==> src/rtl/rect_fill_engine.sv <==
// -----------------------------------------------------------------------------
// rect_fill_engine
//   Writer side of the 160x120 video memory. Accepts rectangle-fill commands
//   and emits one pixel write per clock into the VGA controller's write port,
//   row-major, left to right then top to bottom. Coordinates are clamped to the
//   screen. An empty rectangle (x0 > x1 or y0 > y1 after clamping) completes
//   with no writes.
//
// Ports
//   clk, rst                    system clock, synchronous active-high reset
//   cmd_valid / cmd_ready       command handshake (ready only in IDLE)
//   cmd_x0/y0/x1/y1             inclusive rectangle corners
//   cmd_color                   fill colour
//   data_addr/data_in           write address (y*SCREEN_W + x) and pixel data
//   write_enable                one pixel per high cycle
//   busy                        high while filling and in the done cycle
//   done                        one-cycle completion pulse
// -----------------------------------------------------------------------------
module rect_fill_engine #(
    parameter int SCREEN_W = 160,
    parameter int SCREEN_H = 120,
    parameter int ADDR_W   = 15,
    parameter int COLOR_W  = 3
) (
    input  logic               clk,
    input  logic               rst,
    input  logic               cmd_valid,
    output logic               cmd_ready,
    input  logic [7:0]         cmd_x0,
    input  logic [6:0]         cmd_y0,
    input  logic [7:0]         cmd_x1,
    input  logic [6:0]         cmd_y1,
    input  logic [COLOR_W-1:0] cmd_color,
    output logic [ADDR_W-1:0]  data_addr,
    output logic [COLOR_W-1:0] data_in,
    output logic               write_enable,
    output logic               busy,
    output logic               done
);

    localparam logic [1:0] S_IDLE = 2'd0;
    localparam logic [1:0] S_FILL = 2'd1;
    localparam logic [1:0] S_DONE = 2'd2;

    localparam logic [7:0]        X_MAX  = 8'(SCREEN_W - 1);
    localparam logic [6:0]        Y_MAX  = 7'(SCREEN_H - 1);
    localparam logic [ADDR_W-1:0] STRIDE = ADDR_W'(SCREEN_W);

    // y * SCREEN_W as a sum of shifted copies of y, one per set bit of the
    // constant stride; for 160 this reduces to (y<<7) + (y<<5).
    function automatic logic [ADDR_W-1:0] row_of(input logic [6:0] y);
        logic [ADDR_W-1:0] acc;
        acc = '0;
        for (int b = 0; b < ADDR_W; b++) begin
            if (((SCREEN_W >> b) & 1) != 0) acc = acc + (ADDR_W'(y) << b);
        end
        return acc;
    endfunction

    logic [1:0]         state_q,    state_d;
    logic [7:0]         x0_q,       x0_d;
    logic [7:0]         x1_q,       x1_d;
    logic [6:0]         y1_q,       y1_d;
    logic [7:0]         cur_x_q,    cur_x_d;
    logic [6:0]         cur_y_q,    cur_y_d;
    logic [ADDR_W-1:0]  row_base_q, row_base_d;
    logic [COLOR_W-1:0] color_q,    color_d;

    logic [7:0] cx0, cx1;
    logic [6:0] cy0, cy1;

    assign cx0 = (cmd_x0 > X_MAX) ? X_MAX : cmd_x0;
    assign cx1 = (cmd_x1 > X_MAX) ? X_MAX : cmd_x1;
    assign cy0 = (cmd_y0 > Y_MAX) ? Y_MAX : cmd_y0;
    assign cy1 = (cmd_y1 > Y_MAX) ? Y_MAX : cmd_y1;

    // NOTE: every next-state signal takes its hold value first, so no path
    // through the case statement can leave one unassigned and infer a latch.
    always_comb begin
        state_d    = state_q;
        x0_d       = x0_q;
        x1_d       = x1_q;
        y1_d       = y1_q;
        cur_x_d    = cur_x_q;
        cur_y_d    = cur_y_q;
        row_base_d = row_base_q;
        color_d    = color_q;

        case (state_q)
            S_IDLE: begin
                if (cmd_valid) begin
                    if (cx0 > cx1 || cy0 > cy1) begin
                        // Empty: nothing visible changes, address/data hold.
                        state_d = S_DONE;
                    end else begin
                        state_d    = S_FILL;
                        x0_d       = cx0;
                        x1_d       = cx1;
                        y1_d       = cy1;
                        cur_x_d    = cx0;
                        cur_y_d    = cy0;
                        row_base_d = row_of(cy0);
                        color_d    = cmd_color;
                    end
                end
            end
            S_FILL: begin
                if (cur_x_q == x1_q) begin
                    if (cur_y_q == y1_q) begin
                        // Counters freeze on the last pixel so data_addr keeps
                        // showing it after the fill ends.
                        state_d = S_DONE;
                    end else begin
                        cur_x_d    = x0_q;
                        cur_y_d    = cur_y_q + 7'd1;
                        row_base_d = row_base_q + STRIDE;
                    end
                end else begin
                    cur_x_d = cur_x_q + 8'd1;
                end
            end
            S_DONE:  state_d = S_IDLE;
            default: state_d = S_IDLE;
        endcase
    end

    // NOTE: sequential state uses non-blocking assignments so every register
    // samples the pre-edge values; all registers are reset so data_addr and
    // data_in start at zero.
    always_ff @(posedge clk) begin
        if (rst) begin
            state_q    <= S_IDLE;
            x0_q       <= '0;
            x1_q       <= '0;
            y1_q       <= '0;
            cur_x_q    <= '0;
            cur_y_q    <= '0;
            row_base_q <= '0;
            color_q    <= '0;
        end else begin
            state_q    <= state_d;
            x0_q       <= x0_d;
            x1_q       <= x1_d;
            y1_q       <= y1_d;
            cur_x_q    <= cur_x_d;
            cur_y_q    <= cur_y_d;
            row_base_q <= row_base_d;
            color_q    <= color_d;
        end
    end

    assign cmd_ready    = (state_q == S_IDLE);
    assign write_enable = (state_q == S_FILL);
    assign done         = (state_q == S_DONE);
    assign busy         = (state_q == S_FILL) || (state_q == S_DONE);
    assign data_addr    = row_base_q + ADDR_W'(cur_x_q);
    assign data_in      = color_q;

endmodule

==> config.mk <==
export PLATFORM = sky130hd
export DESIGN_NAME = rect_fill_engine
export DESIGN_NICKNAME = d
export VERILOG_FILES = /design/src/rtl/rect_fill_engine.sv
export SDC_FILE = /design/constraint.sdc
export NUM_CORES = 1
export LEC_CHECK = 0
export CAP_MARGIN = 30
export CORE_MARGIN = 3
export CORE_UTILIZATION = 45
export DETAILED_ROUTE_END_ITERATION = 10
export GPL_TIMING_DRIVEN = 0
export PLACE_DENSITY = 0.68
export REMOVE_ABC_BUFFERS = 1
export SLEW_MARGIN = 20
export SYNTH_ARGS = -nofsm -noshare
export SYNTH_HDL_FRONTEND = slang
export SYNTH_SLANG_ARGS = --single-unit
export TNS_END_PERCENT = 20
==> constraint.sdc <==
create_clock -name clk -period 7.34 [get_ports clk]
set_clock_uncertainty 0.2 [all_clocks]
set_input_delay 1.468 -clock clk [delete_from_list [all_inputs] [get_ports clk]]
set_output_delay 1.468 -clock clk [all_outputs]
set_load 0.005 [all_outputs]
Yosys cells after proc, flatten, opt, wreduce, memory -nomap -nowiden
Cells that the tools add are included.

Register bits after elaboration: 58. Input bits: 36. Output and inout port bits: 22. Logic and storage cells: 65.

$add $sub $neg: 5. Order comparisons: 6. Equal/unequal tests: 10. Muxes and demuxes: 27. Bitwise gates (word level): 1. Reductions and logical operators: 8.

Operators by type and width (number): 2-to-1 mux 15 bit (7); 2-to-1 mux 8 bit (6); 2-to-1 mux 7 bit (6); one-hot mux 15 bit (2 select lines) (1); greater-than comparator 8 bit (second input constant) (2); one-hot mux 8 bit (2 select lines) (1); adder 15 x 14 -> 15 bit (1); adder 15 x 8 -> 15 bit (1); adder 15 x 8 -> 15 bit (second input constant) (1); greater-than comparator 7 bit (second input constant) (2); one-hot mux 7 bit (2 select lines) (1); adder 8 x 1 -> 8 bit (second input constant) (1); equality test 8 bit (1); greater-than comparator 8 bit (1); 2-to-1 mux 2 bit (4); adder 7 x 1 -> 7 bit (second input constant) (1); equality test 7 bit (1); greater-than comparator 7 bit (1); inequality test 2 bit (second input constant) (3); AND reduction 3 bit (2); AND reduction 5 bit (1); inequality test 2 x 1 -> 1 bit (second input constant) (2); one-hot mux 2 bit (2 select lines) (1); AND reduction 4 bit (1); 7 further kinds (8).

Depth between registers and ports, before layout
Depth after elaboration: 11. Depth in mapped cells: 13. Gate-level depth less buffers: 11.

Least setup slack after synthesis
Ideal clock, no wire load.

Path kind: in2reg. Start: input cmd_x0[6]. End: register cur_x_q[0]. Setup time: 0.123 ns. Arrival: 3.703 ns. Required time: 7.017 ns. Path slack: 3.314 ns. Stages: 10. Buffers on the path: 1. Cells stage by stage: o21a_1 or2_2 ha_1 nor2b_1 o211ai_1 a22o_1 a31oi_1 or3_1 buf_2 mux2_1.

Word-level cells in the longest chain between the ends: 6. Elaborated cells on any way between the ends: 9. Classes of those cells: order compare: 2; eq/ne: 1; mux: 4; reduce/logical: 2.

Ends and longest elaborated chain: start: declaration (line 29) `input logic [7:0] cmd_x0,`; greater-than comparator 8 bit (line 72) `assign cx0 = (cmd_x0 > X_MAX) ? X_MAX : cmd_x0;`; 2-to-1 mux 8 bit (line 72); named net cx0[1] (line 69) `logic [7:0] cx0, cx1;`; greater-than comparator 8 bit (line 92) `if (cx0 > cx1 || cy0 > cy1) begin`; logical OR 1 bit (line 92); inequality test 2 bit (no source line); AND reduction 4 bit (no source line); end signal: assignment (line 145) `cur_x_q <= cur_x_d;`; end: declaration (line 64) `logic [7:0] cur_x_q, cur_x_d;`.

The timed path passes the listed nets, and every way through them passes these cells. The select of a mux whose other input is x is not followed. A chain may end at the register's enable or synchronous reset.

Worst setup path in the final report
Start: input cmd_y0[4]. End: register cur_x_q[3].

Word-level cells in the longest chain between the ends: 6.

Ends and longest elaborated chain: start: declaration (line 30) `input logic [6:0] cmd_y0,`; greater-than comparator 7 bit (line 74) `assign cy0 = (cmd_y0 > Y_MAX) ? Y_MAX : cmd_y0;`; 2-to-1 mux 7 bit (*) (line 74); greater-than comparator 7 bit (*) (line 92); logical OR 1 bit (*) (line 92); inequality test 2 bit (no source line) (*); AND reduction 4 bit (no source line) (*).

Mark *: on every way between the ends. The rest lies on a longest branch, timed or not.

==> impl_summary.log <==
INFO  metric die_h = 101 µm
INFO  metric preCtsSetupSlack = 2310 ps
INFO  metric fp.coreArea = 0.00876 mm²
INFO  metric post_drt_wl_per_cell = 16.2 µm
INFO  metric p_comb_share = about half
INFO  metric critPathKind = primary input to flip-flop
INFO  metric largest_family_of_logic_cells_by_synthesized_area = compound AO/OA/AOI/OAI gates
INFO  metric area_fraction_in_compound_gates_after_synthesis = 21.9%
INFO  metric status = completed
INFO  metric setup-tns-final = 0 ps
INFO  metric leakagePower = 1.79 nW
INFO  metric power_report.internal_total = 0.706 mW
INFO  metric p_total = 1.22 mW
INFO  metric dpl-instance-area = around 0.0046 mm²
INFO  metric primary_flip_flop_cell_chosen_by_synthesis_mapping = sky130_fd_sc_hd__dfxtp_1
INFO  metric die_w = 101 µm
INFO  metric reg2reg_setup_slack = 3780 ps
INFO  metric post-cts-setup-buffers = 0
INFO  metric endpoint_kind = flip-flop
INFO  metric layout-drive-gt1-share = under 10%
INFO  metric netlist-cell-type-count = 70
INFO  metric syn_area = 0.00408 mm²
INFO  metric total_wire_length = around 10 mm
INFO  metric post-route-cell-area = 0.00471 mm²
INFO  metric post_synth_fa_ha_maj_area_fraction = 9.39%
INFO  metric power.switching_fraction = 42.2%
INFO  metric starting_density_of_the_core = a little under half
INFO  metric synth-xor-area-share = 7.89%
INFO  metric ys_warn_count = 0
INFO  metric count_of_unresolved_drc_violations_after_routing = 0
INFO  metric tritoncts_num_sinks = 53
INFO  metric largest_net_degree_at_the_start_of_global_routing = 40
INFO  metric timing_hold_violations_final = 0
INFO  metric crit_path_max_fanout = 6
INFO  metric placement_rows = 34
INFO  metric antenna_found_initial = 0
INFO  metric detail_route.vias_per_cell = 5.83
INFO  metric setup_slack = 2640 ps
INFO  metric cts_resizes = 0
INFO  metric placed_instances = 621
INFO  metric dpl.hpwl = 7.45 mm
INFO  metric io_pins = just under 60
INFO  metric synth_simple_gate_area_share = 20.4%
INFO  metric avgSynthCellArea = 8.24 µm²
INFO  metric synth_sequential_area_ratio = approximately a quarter
INFO  metric grt_first_pass_wirelength = ~17 mm
INFO  metric post_synthesis_async_set_or_reset_flop_share = 0%
INFO  metric post_synthesis_cell_count = 495
INFO  metric finish.net_count = roughly 590
INFO  metric cts-root-to-sink-buffers = 2
INFO  metric final_cell_count_no_fill = about 630
INFO  metric max_slew.worst_pin.slew = 876 ps
INFO  metric vias = 3664
INFO  metric syn2layout_area_growth = 15.5%
INFO  metric timing.critical_path.arrival = 4720 ps
INFO  metric detail_route.first_pass.iterations = 4
INFO  metric max_slew_margin = 41.6%
INFO  metric fmax = 213 MHz
INFO  metric clock-root-buffer = sky130_fd_sc_hd__clkbuf_8
INFO  metric holdBufCountCts = 0
INFO  metric slew_viol_final = 0
INFO  metric final.min_clock_period = ~4700 ps
INFO  metric cts_tree = done
INFO  metric clkLatencyLatePin = around 320 ps
INFO  metric num_antenna_cells = 0
INFO  metric clk_pin_slew_worst_paths = approximately 110 ps
INFO  metric fillCellCount = 844
INFO  metric p_clk_share = between 10% and 20%
INFO  metric grt_setup_unrepaired = no
INFO  metric cts_inserted_buffers = 5
INFO  metric cts.htree.levels = 2
INFO  metric gp_routability_congestion = 0.855
INFO  metric post_route_antenna_net_violation_count = 0
INFO  metric layout.cells.most_common = sky130_fd_sc_hd__nor2_1
INFO  metric fp.dieArea = 0.0102 mm²
INFO  metric globalRoute.totalOverflow = 0
INFO  metric grt_pass1_vias = approximately 3400
INFO  metric flops_latches_synth = 53
INFO  metric setup-violations-final = 0
INFO  metric most-common-layout-cells = 61 x sky130_fd_sc_hd__nor2_1, 56 x sky130_fd_sc_hd__clkdlybuf4s50_1, 53 x sky130_fd_sc_hd__dfxtp_1
INFO  metric initialDrtViolationCount = around 200
INFO  metric min_period_over_period = 64.1%
INFO  metric netlist_top_cells_area = sky130_fd_sc_hd__dfxtp_1 26%, sky130_fd_sc_hd__ha_1 8.9%, sky130_fd_sc_hd__xnor2_1 5.8%, sky130_fd_sc_hd__nor2_1 5.6%, sky130_fd_sc_hd__mux2i_1 5.4%
INFO  metric cp_data_required_time = 7360 ps
INFO  metric grt_util_all_layers = 20.2%
INFO  metric critical_path.startpoint_type = primary input
INFO  metric port_buffers = 57
INFO  metric synth-edff-count = 0
INFO  metric power.density_cell_area = 259 mW/mm²
INFO  metric sequentialPowerShare = between 30 and 40%
INFO  metric synth_area_leader = sky130_fd_sc_hd__dfxtp_1
INFO  metric total_switching_power = 0.515 mW
INFO  metric synthMuxAreaShare = 7.33%
INFO  metric maxCapViolations = 0
INFO  metric synthDominantCellAreaShare = 26.0%
INFO  metric class_of_the_most_critical_hold_timing_path = flip-flop to flip-flop
INFO  metric ir_worst_vdd = 0.113 mV
power by group through the flow:
stage / Sequential, mW / Combinational, mW / Clock, mW
2_1_floorplan: 0.417 / 0.402 / 0
3_3_place_gp: 0.438 / 0.594 / 0
3_5_place_dp: 0.440 / 0.607 / 0
4_1_cts: 0.433 / 0.611 / 0.178
5_1_grt: 0.445 / 0.675 / 0.187
6_report: 0.434 / 0.613 / 0.175
worst max-delay path, stage by stage:
cell and delay (ps):
sky130_fd_sc_hd__clkdlybuf4s50_1 560, sky130_fd_sc_hd__and4_1 310, sky130_fd_sc_hd__or2_2 360, sky130_fd_sc_hd__ha_1 340
sky130_fd_sc_hd__a21oi_1 70, sky130_fd_sc_hd__a21oi_1 320, sky130_fd_sc_hd__o21ai_2 110, sky130_fd_sc_hd__a31oi_1 460
sky130_fd_sc_hd__or3_1 370, sky130_fd_sc_hd__mux2_1 350
area by class of cell:
cell class                      count  area, µm²  share of cell area (%)
Clock buffer                        6       72.6                    1.54
Clock inverter                      2       15.0                   0.319
Inverter                           22       82.6                    1.75
Multi-Input combinational cell    379       2740                    58.1
Sequential cell                    53       1060                    22.5
Tap cell                          108        135                    2.87
Timing Repair Buffer               59        606                    12.9
final timing paths:
kind                   from             end  cells after the start
min          row_base_q[14]  row_base_q[14]                      2
max reg2reg      state_q[1]      cur_y_q[4]                      7
min reg2reg  row_base_q[14]  row_base_q[14]                      2
max               cmd_y0[4]      cur_x_q[3]                     10
stage by stage:
step	util (%)	hold WS, ps
final	53.7	299
after global routing	53.7	324
after CTS	53.7	303
after detailed placement	52.7	286
after global placement	52.2	272
after floorplan	-	255
registers in the layout, indices dropped and copies added, names as in the netlist:
| name | count |
|---|---|
| y1_q | 7 |
| cur_x_q | 8 |
| data_in | 3 |
| x1_q | 8 |
| state_q | 2 |
| x0_q | 8 |
| row_base_q | 10 |
| cur_y_q | 7 |
layer usage:
layer	GRT usage, %	vias to the layer above	share of wire, %
met5	0	-	0
met4	5.42	0	1.7
met3	2.82	16	4.3
met2	32.3	92	47
met1	28.5	1736	47
li1	-	1820	-
synth_stat cells, types with 5 or more instances:
| cell | number |
|---|---|
| sky130_fd_sc_hd__nor3_1 | 11 |
| sky130_fd_sc_hd__xnor2_1 | 27 |
| sky130_fd_sc_hd__clkbuf_1 | 26 |
| sky130_fd_sc_hd__nand2b_1 | 6 |
| sky130_fd_sc_hd__nand4_1 | 12 |
| sky130_fd_sc_hd__a21oi_1 | 31 |
| sky130_fd_sc_hd__a21o_1 | 5 |
| sky130_fd_sc_hd__buf_2 | 6 |
| sky130_fd_sc_hd__a211oi_1 | 14 |
| sky130_fd_sc_hd__or2_2 | 7 |
| sky130_fd_sc_hd__dfxtp_1 | 53 |
| sky130_fd_sc_hd__ha_1 | 29 |
| sky130_fd_sc_hd__nand2_1 | 24 |
| sky130_fd_sc_hd__inv_1 | 22 |
| sky130_fd_sc_hd__o21ai_0 | 17 |
| sky130_fd_sc_hd__xor2_1 | 6 |
| sky130_fd_sc_hd__nor2b_1 | 7 |
| sky130_fd_sc_hd__nand3_1 | 16 |
| sky130_fd_sc_hd__nor2_1 | 61 |
| sky130_fd_sc_hd__mux2i_1 | 22 |
cell families after synthesis:
logic type,count (synthesis)
compound gates,119
xor+xnor,35
fa+ha+maj,30
buf+inv,63
flops,53
mux,29
simple gates,166
Power figures use the tool's default switching activity.
